===== src/rtl/wisc_pkg.sv =====
// Shared definitions for the WISC-SP13 16-bit core.
//
// Contents:
//   DEF_DATA_W / DEF_REG_AW : default datapath and register-address widths
//   OP_W                    : opcode width
//   OP_*                    : 5-bit opcode constants (same encoding as the ALU Op)
//   is_jump()               : true for the unconditional J/JR/JAL/JALR group (001xx)
package wisc_pkg;

    localparam int DEF_DATA_W = 16;
    localparam int DEF_REG_AW = 3;
    localparam int OP_W       = 5;

    localparam logic [OP_W-1:0] OP_HALT = 5'b00000;
    localparam logic [OP_W-1:0] OP_J    = 5'b00100;
    localparam logic [OP_W-1:0] OP_JR   = 5'b00101;
    localparam logic [OP_W-1:0] OP_JAL  = 5'b00110;
    localparam logic [OP_W-1:0] OP_JALR = 5'b00111;
    localparam logic [OP_W-1:0] OP_BEQZ = 5'b01100;
    localparam logic [OP_W-1:0] OP_BNEZ = 5'b01101;
    localparam logic [OP_W-1:0] OP_BLTZ = 5'b01110;
    localparam logic [OP_W-1:0] OP_BGEZ = 5'b01111;

    function automatic logic is_jump(input logic [OP_W-1:0] op);
        return (op[4:2] == 3'b001);
    endfunction

endpackage


===== src/rtl/branch_cond.sv =====
// Branch/jump resolution from ALU flags. Purely combinational so it can be
// shared with branch-predictor checking logic.
//
// Ports:
//   op    in  5  opcode
//   z     in  1  ALU zero flag
//   p     in  1  ALU positive flag
//   n     in  1  ALU negative flag
//   taken out 1  control transfer is taken
module branch_cond
    import wisc_pkg::*;
(
    input  logic [OP_W-1:0] op,
    input  logic            z,
    input  logic            p,
    input  logic            n,
    output logic            taken
);

    always_comb begin
        taken = 1'b0;
        case (op)
            OP_BEQZ: taken = z;
            OP_BNEZ: taken = ~z;
            OP_BLTZ: taken = n;
            // "greater or equal to zero" is zero or strictly positive
            OP_BGEZ: taken = z | p;
            default: taken = is_jump(op);
        endcase
    end

endmodule


===== src/rtl/ex_mem_stage.sv =====
// EX/MEM pipeline boundary of the WISC-SP13 core.
//
// Registers the ALU result, store data, link value and control bits for the
// memory stage, resolves branches/jumps from the ALU flags and issues a
// one-cycle redirect to fetch, and tracks sticky HALT and error status.
//
// Optional feature (macro EX_MEM_PERF_EN): adds saturating 16-bit counters
// perf_retired (every capture) and perf_taken (every taken capture).
//
// Ports:
//   clk, rst_n                    clock, asynchronous active-low reset
//   ex_valid                      execute stage holds a real instruction
//   ex_op, ex_alu_out             opcode and ALU result
//   ex_z, ex_p, ex_n, ex_err      ALU flags and illegal-op indication
//   ex_target, ex_link            branch/jump target and PC+2 link value
//   ex_st_data, ex_rd             store data and destination register
//   ex_reg_wr/mem_wr/mem_rd       control bits
//   stall, flush                  hold contents / squash incoming
//   mem_*                         stage register copies (write enables gated)
//   redirect, redirect_pc         one-cycle fetch redirect and its target
//   halted, err_sticky            sticky status, cleared only by reset
//   perf_retired, perf_taken      (EX_MEM_PERF_EN only) saturating counters
module ex_mem_stage
    import wisc_pkg::*;
#(
    parameter int DATA_W = DEF_DATA_W,
    parameter int REG_AW = DEF_REG_AW
) (
    input  logic              clk,
    input  logic              rst_n,
    input  logic              ex_valid,
    input  logic [OP_W-1:0]   ex_op,
    input  logic [DATA_W-1:0] ex_alu_out,
    input  logic              ex_z,
    input  logic              ex_p,
    input  logic              ex_n,
    input  logic              ex_err,
    input  logic [DATA_W-1:0] ex_target,
    input  logic [DATA_W-1:0] ex_link,
    input  logic [DATA_W-1:0] ex_st_data,
    input  logic [REG_AW-1:0] ex_rd,
    input  logic              ex_reg_wr,
    input  logic              ex_mem_wr,
    input  logic              ex_mem_rd,
    input  logic              stall,
    input  logic              flush,
    output logic              mem_valid,
    output logic [OP_W-1:0]   mem_op,
    output logic [DATA_W-1:0] mem_alu_out,
    output logic [DATA_W-1:0] mem_st_data,
    output logic [DATA_W-1:0] mem_link,
    output logic [REG_AW-1:0] mem_rd,
    output logic              mem_reg_wr,
    output logic              mem_mem_wr,
    output logic              mem_mem_rd,
    output logic              redirect,
    output logic [DATA_W-1:0] redirect_pc,
    output logic              halted,
    output logic              err_sticky
`ifdef EX_MEM_PERF_EN
    ,
    output logic [15:0]       perf_retired,
    output logic [15:0]       perf_taken
`endif
);

    logic              w_taken;
    logic              w_cap;

    logic              r_valid;
    logic [OP_W-1:0]   r_op;
    logic [DATA_W-1:0] r_alu_out;
    logic [DATA_W-1:0] r_st_data;
    logic [DATA_W-1:0] r_link;
    logic [REG_AW-1:0] r_rd;
    logic              r_reg_wr;
    logic              r_mem_wr;
    logic              r_mem_rd;
    logic              r_redirect;
    logic [DATA_W-1:0] r_redirect_pc;
    logic              r_halted;
    logic              r_err;

    branch_cond u_branch_cond (
        .op    (ex_op),
        .z     (ex_z),
        .p     (ex_p),
        .n     (ex_n),
        .taken (w_taken)
    );

    // flush and stall already block capture here, which gives the
    // flush > stall > capture ordering; halted freezes the pipe after HALT.
    assign w_cap = ex_valid & ~flush & ~stall & ~r_halted;

    always_ff @(posedge clk or negedge rst_n) begin
        if (!rst_n) begin
            r_valid       <= 1'b0;
            r_op          <= '0;
            r_alu_out     <= '0;
            r_st_data     <= '0;
            r_link        <= '0;
            r_rd          <= '0;
            r_reg_wr      <= 1'b0;
            r_mem_wr      <= 1'b0;
            r_mem_rd      <= 1'b0;
            r_redirect    <= 1'b0;
            r_redirect_pc <= '0;
            r_halted      <= 1'b0;
            r_err         <= 1'b0;
        end else begin
            if (flush) begin
                // Data registers keep stale values; the cleared valid bit
                // gates every write enable so they are harmless.
                r_valid    <= 1'b0;
                r_redirect <= 1'b0;
            end else if (stall) begin
                // Held instruction already redirected once; never again.
                r_redirect <= 1'b0;
            end else begin
                r_valid    <= w_cap;
                r_redirect <= w_cap & w_taken;
                if (w_cap) begin
                    r_op      <= ex_op;
                    r_alu_out <= ex_alu_out;
                    r_st_data <= ex_st_data;
                    r_link    <= ex_link;
                    r_rd      <= ex_rd;
                    r_reg_wr  <= ex_reg_wr;
                    r_mem_wr  <= ex_mem_wr;
                    r_mem_rd  <= ex_mem_rd;
                end
                if (w_cap && w_taken) begin
                    r_redirect_pc <= ex_target;
                end
            end

            if (w_cap && (ex_op == OP_HALT)) begin
                r_halted <= 1'b1;
            end
            if (w_cap && ex_err) begin
                r_err <= 1'b1;
            end
        end
    end

    assign mem_valid   = r_valid;
    assign mem_op      = r_op;
    assign mem_alu_out = r_alu_out;
    assign mem_st_data = r_st_data;
    assign mem_link    = r_link;
    assign mem_rd      = r_rd;
    assign mem_reg_wr  = r_reg_wr & r_valid;
    assign mem_mem_wr  = r_mem_wr & r_valid;
    assign mem_mem_rd  = r_mem_rd & r_valid;
    assign redirect    = r_redirect;
    assign redirect_pc = r_redirect_pc;
    assign halted      = r_halted;
    assign err_sticky  = r_err;

`ifdef EX_MEM_PERF_EN
    logic [15:0] r_perf_retired;
    logic [15:0] r_perf_taken;

    always_ff @(posedge clk or negedge rst_n) begin
        if (!rst_n) begin
            r_perf_retired <= '0;
            r_perf_taken   <= '0;
        end else begin
            if (w_cap && (r_perf_retired != 16'hFFFF)) begin
                r_perf_retired <= r_perf_retired + 16'd1;
            end
            if (w_cap && w_taken && (r_perf_taken != 16'hFFFF)) begin
                r_perf_taken <= r_perf_taken + 16'd1;
            end
        end
    end

    assign perf_retired = r_perf_retired;
    assign perf_taken   = r_perf_taken;
`endif

endmodule


===== config.mk =====
export PLATFORM = sky130hd
export DESIGN_NAME = ex_mem_stage
export DESIGN_NICKNAME = d
export VERILOG_FILES = /design/src/rtl/wisc_pkg.sv /design/src/rtl/branch_cond.sv /design/src/rtl/ex_mem_stage.sv
export SDC_FILE = /design/constraint.sdc
export NUM_CORES = 1
export LEC_CHECK = 0
export CAP_MARGIN = 20
export CORE_UTILIZATION = 40
export CTS_BUF_LIST = sky130_fd_sc_hd__clkbuf_4
export DETAILED_ROUTE_END_ITERATION = 7
export PLACE_DENSITY = 0.82
export RECOVER_POWER = 50
export SETUP_SLACK_MARGIN = 0.15
export SLEW_MARGIN = 20
export SYNTH_ARGS = -nofsm -noshare
export SYNTH_HDL_FRONTEND = slang
export SYNTH_SLANG_ARGS = --single-unit

===== constraint.sdc =====
create_clock -name clk -period 3.2 [get_ports clk]
set_clock_uncertainty 0.2 [all_clocks]
set_input_delay 0.8 -clock clk [delete_from_list [all_inputs] [get_ports clk]]
set_output_delay 0.8 -clock clk [all_outputs]
set_load 0.02 [all_outputs]

==> results, run 1 <==
- The max-capacitance violation count is 1.
- The worst path uses 85.5% of the clock period.
- Synthesis produced a netlist with a net count of 263.
- Of all flip-flops after synthesis, the portion carrying an async set or reset was 100%.
- The top-level port count is 163.
- Traced cell by cell, the critical path runs through clkdlybuf4s50_1 -> nor4b_4 -> clkbuf_4 -> mux2_2.
- The largest driver fanout on the critical path is 62.
- The number of synthesized flops with an enable pin is 0.
- STA classifies the critical path endpoint as a register.
- The total internal power is 2.07 mW.
- The post-synthesis simple-gate area fraction is 2.41%.
- The routability congestion estimate is 0.740.
- The area of the placeable core is 7330 um^2.
- The total global-route track usage is 17.2%.
- The clock insertion delay at the later pin of the skew report is 0.39 ns.
- From left edge to right edge, the die measures 89.5 um.
- The hold buffer count at CTS is 0.
- The number of antenna cells inserted is 0.
- The total of flip-flops plus latches after synthesis is 79.
- The via count of the first global-routing pass was 2,148.
- The post-route netlist has 27.9% of its cells at a drive strength greater than 1.
- TritonCTS built the clock tree.
- The area share of xor/xnor cells in the synthesized design is 0.286%.
- For the pin with the worst max-slew slack, the measured transition is 1.91 ns.
- The share of total power dissipated in combinational logic is 34.0%.
- The finished cells cover 4940 um^2.
- Using the TritonRoute via totals, the vias-per-cell ratio works out to 4.70.
- The post-synthesis adder-cell area fraction is 0%.
- The portion of total power attributed to sequential cells is 44.2%.
- The total of buffers placed on input and output ports is 162.
- For this design the static power due to leakage is 2.03 nW.
- The critical path contains buffers and inverters numbering 2 combined.
- The relative max-transition margin is -27.5%.
- The area growth from synthesis to layout is 61.4%.
- The final antenna-violating net count is 0.
- In the synthesized netlist, the number of instances is 179.
- The first global-routing pass estimated 10.3 mm of wire.
- The most used flip-flop cell after synthesis is sky130_fd_sc_hd__dfrtp_1.
- The clock sink count is 79.
- The flow ran to the end, but the final reports show violations.
- The data arrival time of the worst path is 2.81 ns.
- The hold violation count in the final report is 0.
- The worst-case clock buffer depth is 2.
- The sequential-to-total area share from yosys stat is 64.6%.
- For this run, the top clock speed supported by timing is 366 MHz.
- The number of nets in the finished design is 430.
- The die area is 8000 um^2.
- The layout has 524 filler cells.
- The final setup violation count is 0.
- In this run switching power makes up 29.0% of total power.
- The class of the most critical setup path is input port to register.
- The pin count of the biggest net entering global routing is 80.
- The routed layout has 2,115 vias.
- The endpoint required time on the critical path is 3.28 ns.
- The initial standard-cell utilization of the core is 41.7%.
- The power dissipated by switching net loads is 0.848 mW.
- After layout, the design draws a total of 2.92 mW.
- STA classifies the critical path startpoint as an input port.
- The count of pins over their slew limit is 80.
- By area, the combinational part of the netlist is dominated by multiplexers.
- After detailed routing, the average wire length per cell comes to 15.0 um.
- The synthesized netlist devotes 2.13% of its cell area to compound gates.
- Grouping stages by cell kind, the critical path spends the most delay in buffers and inverters.
- Summing all placed instances gives a cell area of 4800 um^2.
- The detailed placer's ending HPWL is 4.91 mm.
- The mapped netlist covers 3060 um^2.
- The DRC violation total after the first TritonRoute iteration is 41.
- The setup TNS is 0 ns.
- The power density normalized to cell area is 592 nW/um^2.
- Post-CTS timing repair inserted 0 buffers for setup.
- On the worst path, the slowest cell contributes a delay of 0.73 ns.
- The standard cell with the maximum stage delay on the critical path is sky130_fd_sc_hd__clkbuf_4.
- On the final layout, the worst hold slack is 0.268 ns.
- The count of unique library cells instantiated by Yosys is 20.
- Setup repair after global routing left no endpoint under its margin.
- The final reports fail on max-capacitance violations, max-slew violations.
- The number of warning messages in the yosys log is 0.
- The pre-antenna-repair detailed-routing pass consisted of 2 iterations.
- After clock tree synthesis, the repair step resized 0 gates.
- After clock tree synthesis, the clock-pin slew on the worst setup and hold paths is 0.12 ns.
- Per report_power, the clock group accounts for 21.8% of the total.
- The routed design could run at a clock period as short as 2.73 ns.
- The overall die height is 89.5 um.
- CTS placed an instance of sky130_fd_sc_hd__clkbuf_4 at the clock tree root.
- The level count of the clock H-tree is 3.
- The multiplexer area fraction after synthesis is 28.7%.
- The utilization after layout is 67.4%.
- The initial antenna violation count is 0.
- After detailed routing, the total wire length is 6.74 mm.
- VDD sags by at most 0.000387 V.
- The residual DRC count is 0.
- The number of buffers created by CTS is 9.
- The total overflow reported by the global router is 0.
- The min-delay analysis places its worst path in the category register to register.
- The average instance in the mapped netlist occupies 17.1 um^2.
- The number of cell rows is 31.
[synthesized netlist by cell type (2+ instances only)]
master                    instances  area, um^2
sky130_fd_sc_hd__mux2_2          66         743
sky130_fd_sc_hd__buf_2            6        30.0
sky130_fd_sc_hd__a31o_2           2        17.5
sky130_fd_sc_hd__mux2_4           9         135
sky130_fd_sc_hd__dfrtp_1         79        1980
sky130_fd_sc_hd__and2_1           3        18.8
[worst paths after layout]
kind / from / endpoint / slack [ns] / depth (start not counted)
setup / recovery: flush / mem_link[3] / 0.47 / 4
hold / removal: err_sticky / err_sticky / 0.27 / 1
setup reg to reg: halted / mem_link[3] / 0.85 / 3
hold reg to reg: err_sticky / err_sticky / 0.27 / 1
max in group asynchronous: rst_n / mem_alu_out[1] / 0.95 / 1
min in group asynchronous: rst_n / mem_link[13] / 0.72 / 1
[power by group through the flow]
stage                     logic [mW]  clock network, mW  registers (mW)
after detailed placement        1.01                  0            1.31
after global placement         0.992                  0            1.30
final                          0.995              0.637            1.29
after floorplan                0.216                  0            1.54
after global routing            1.06              0.692            1.32
after CTS                       1.01              0.660            1.29
[sequential cells by signal, indices dropped and copies added (netlist names), 3 cells and up]
| register | cells |
|---|---|
| redirect_pc | 16 |
| mem_st_data | 16 |
| mem_link | 16 |
| mem_op | 5 |
| mem_rd | 3 |
| mem_alu_out | 16 |
[cells in the final DEF, fill, tap and decap left out, types with 2 or more instances in the layout]
master	n
sky130_fd_sc_hd__and2_1	3
sky130_fd_sc_hd__a31o_2	2
sky130_fd_sc_hd__bufinv_16	2
sky130_fd_sc_hd__clkinv_1	2
sky130_fd_sc_hd__mux2_2	66
sky130_fd_sc_hd__dfrtp_1	79
sky130_fd_sc_hd__clkinvlp_4	2
sky130_fd_sc_hd__clkbuf_4	10
sky130_fd_sc_hd__mux2_4	9
sky130_fd_sc_hd__clkdlybuf4s50_1	161
[kinds of logic (layout without fill, tap and decap cells)]
| group | after synthesis | in the layout |
|---|---|---|
| multiplexers | 75 | 75 |
| XOR/XNOR | 1 | 1 |
| AND/OR/NAND/NOR | 10 | 10 |
| buffers and inverters | 9 | 181 |
| flip-flops | 79 | 79 |
| AO/OA/AOI/OAI | 5 | 5 |
[metrics by stage]
step	std cells	setup WS [ns]
2_1_floorplan	179	0.782
3_5_place_dp	434	0.282
6_report	450	0.465
4_1_cts	450	0.591
5_1_grt	450	0.372
3_3_place_gp	434	0.292
[layer usage]
| layer | up-vias | wire length, um | GRT usage (%) |
|---|---|---|---|
| li1 | 971 | - | - |
| met1 | 1039 | 2700 | 20.8 |
| met2 | 97 | 3400 | 29.0 |
| met3 | 8 | 572 | 5.17 |
| met4 | 0 | 73 | 6.93 |
| met5 | - | 0 | 0 |
[layout make-up]
cell class                      count  area (um^2)  share of cell area, %
Sequential cell                    79         1980                   40.0
Timing Repair Buffer              164         1640                   33.3
Multi-Input combinational cell     91         1030                   21.0
Tap cell                           99          124                   2.51
Clock inverter                      7         87.6                   1.77
Clock buffer                        9         67.6                   1.37
Inverter                            1         3.75                 0.0760
Power figures use the tool's default switching activity.
==> run 2: changes to the inputs <==
--- a/config.mk
+++ b/config.mk
@@ -12,7 +12,6 @@
 export PLACE_DENSITY = 0.82
 export RECOVER_POWER = 50
 export SETUP_SLACK_MARGIN = 0.15
-export SLEW_MARGIN = 20
 export SYNTH_ARGS = -nofsm -noshare
 export SYNTH_HDL_FRONTEND = slang
 export SYNTH_SLANG_ARGS = --single-unit
==> results of run 2 <==
No change in the layout: final DEF, timing and power equal those of run 1.
==> run 3: changes to the inputs <==
--- a/config.mk
+++ b/config.mk
@@ -9,6 +9,7 @@
 export CORE_UTILIZATION = 40
 export CTS_BUF_LIST = sky130_fd_sc_hd__clkbuf_4
 export DETAILED_ROUTE_END_ITERATION = 7
+export GPL_ROUTABILITY_DRIVEN = 0
 export PLACE_DENSITY = 0.82
 export RECOVER_POWER = 50
 export SETUP_SLACK_MARGIN = 0.15
==> results of run 3 <==
No change in the layout: final DEF, timing and power equal those of run 1.
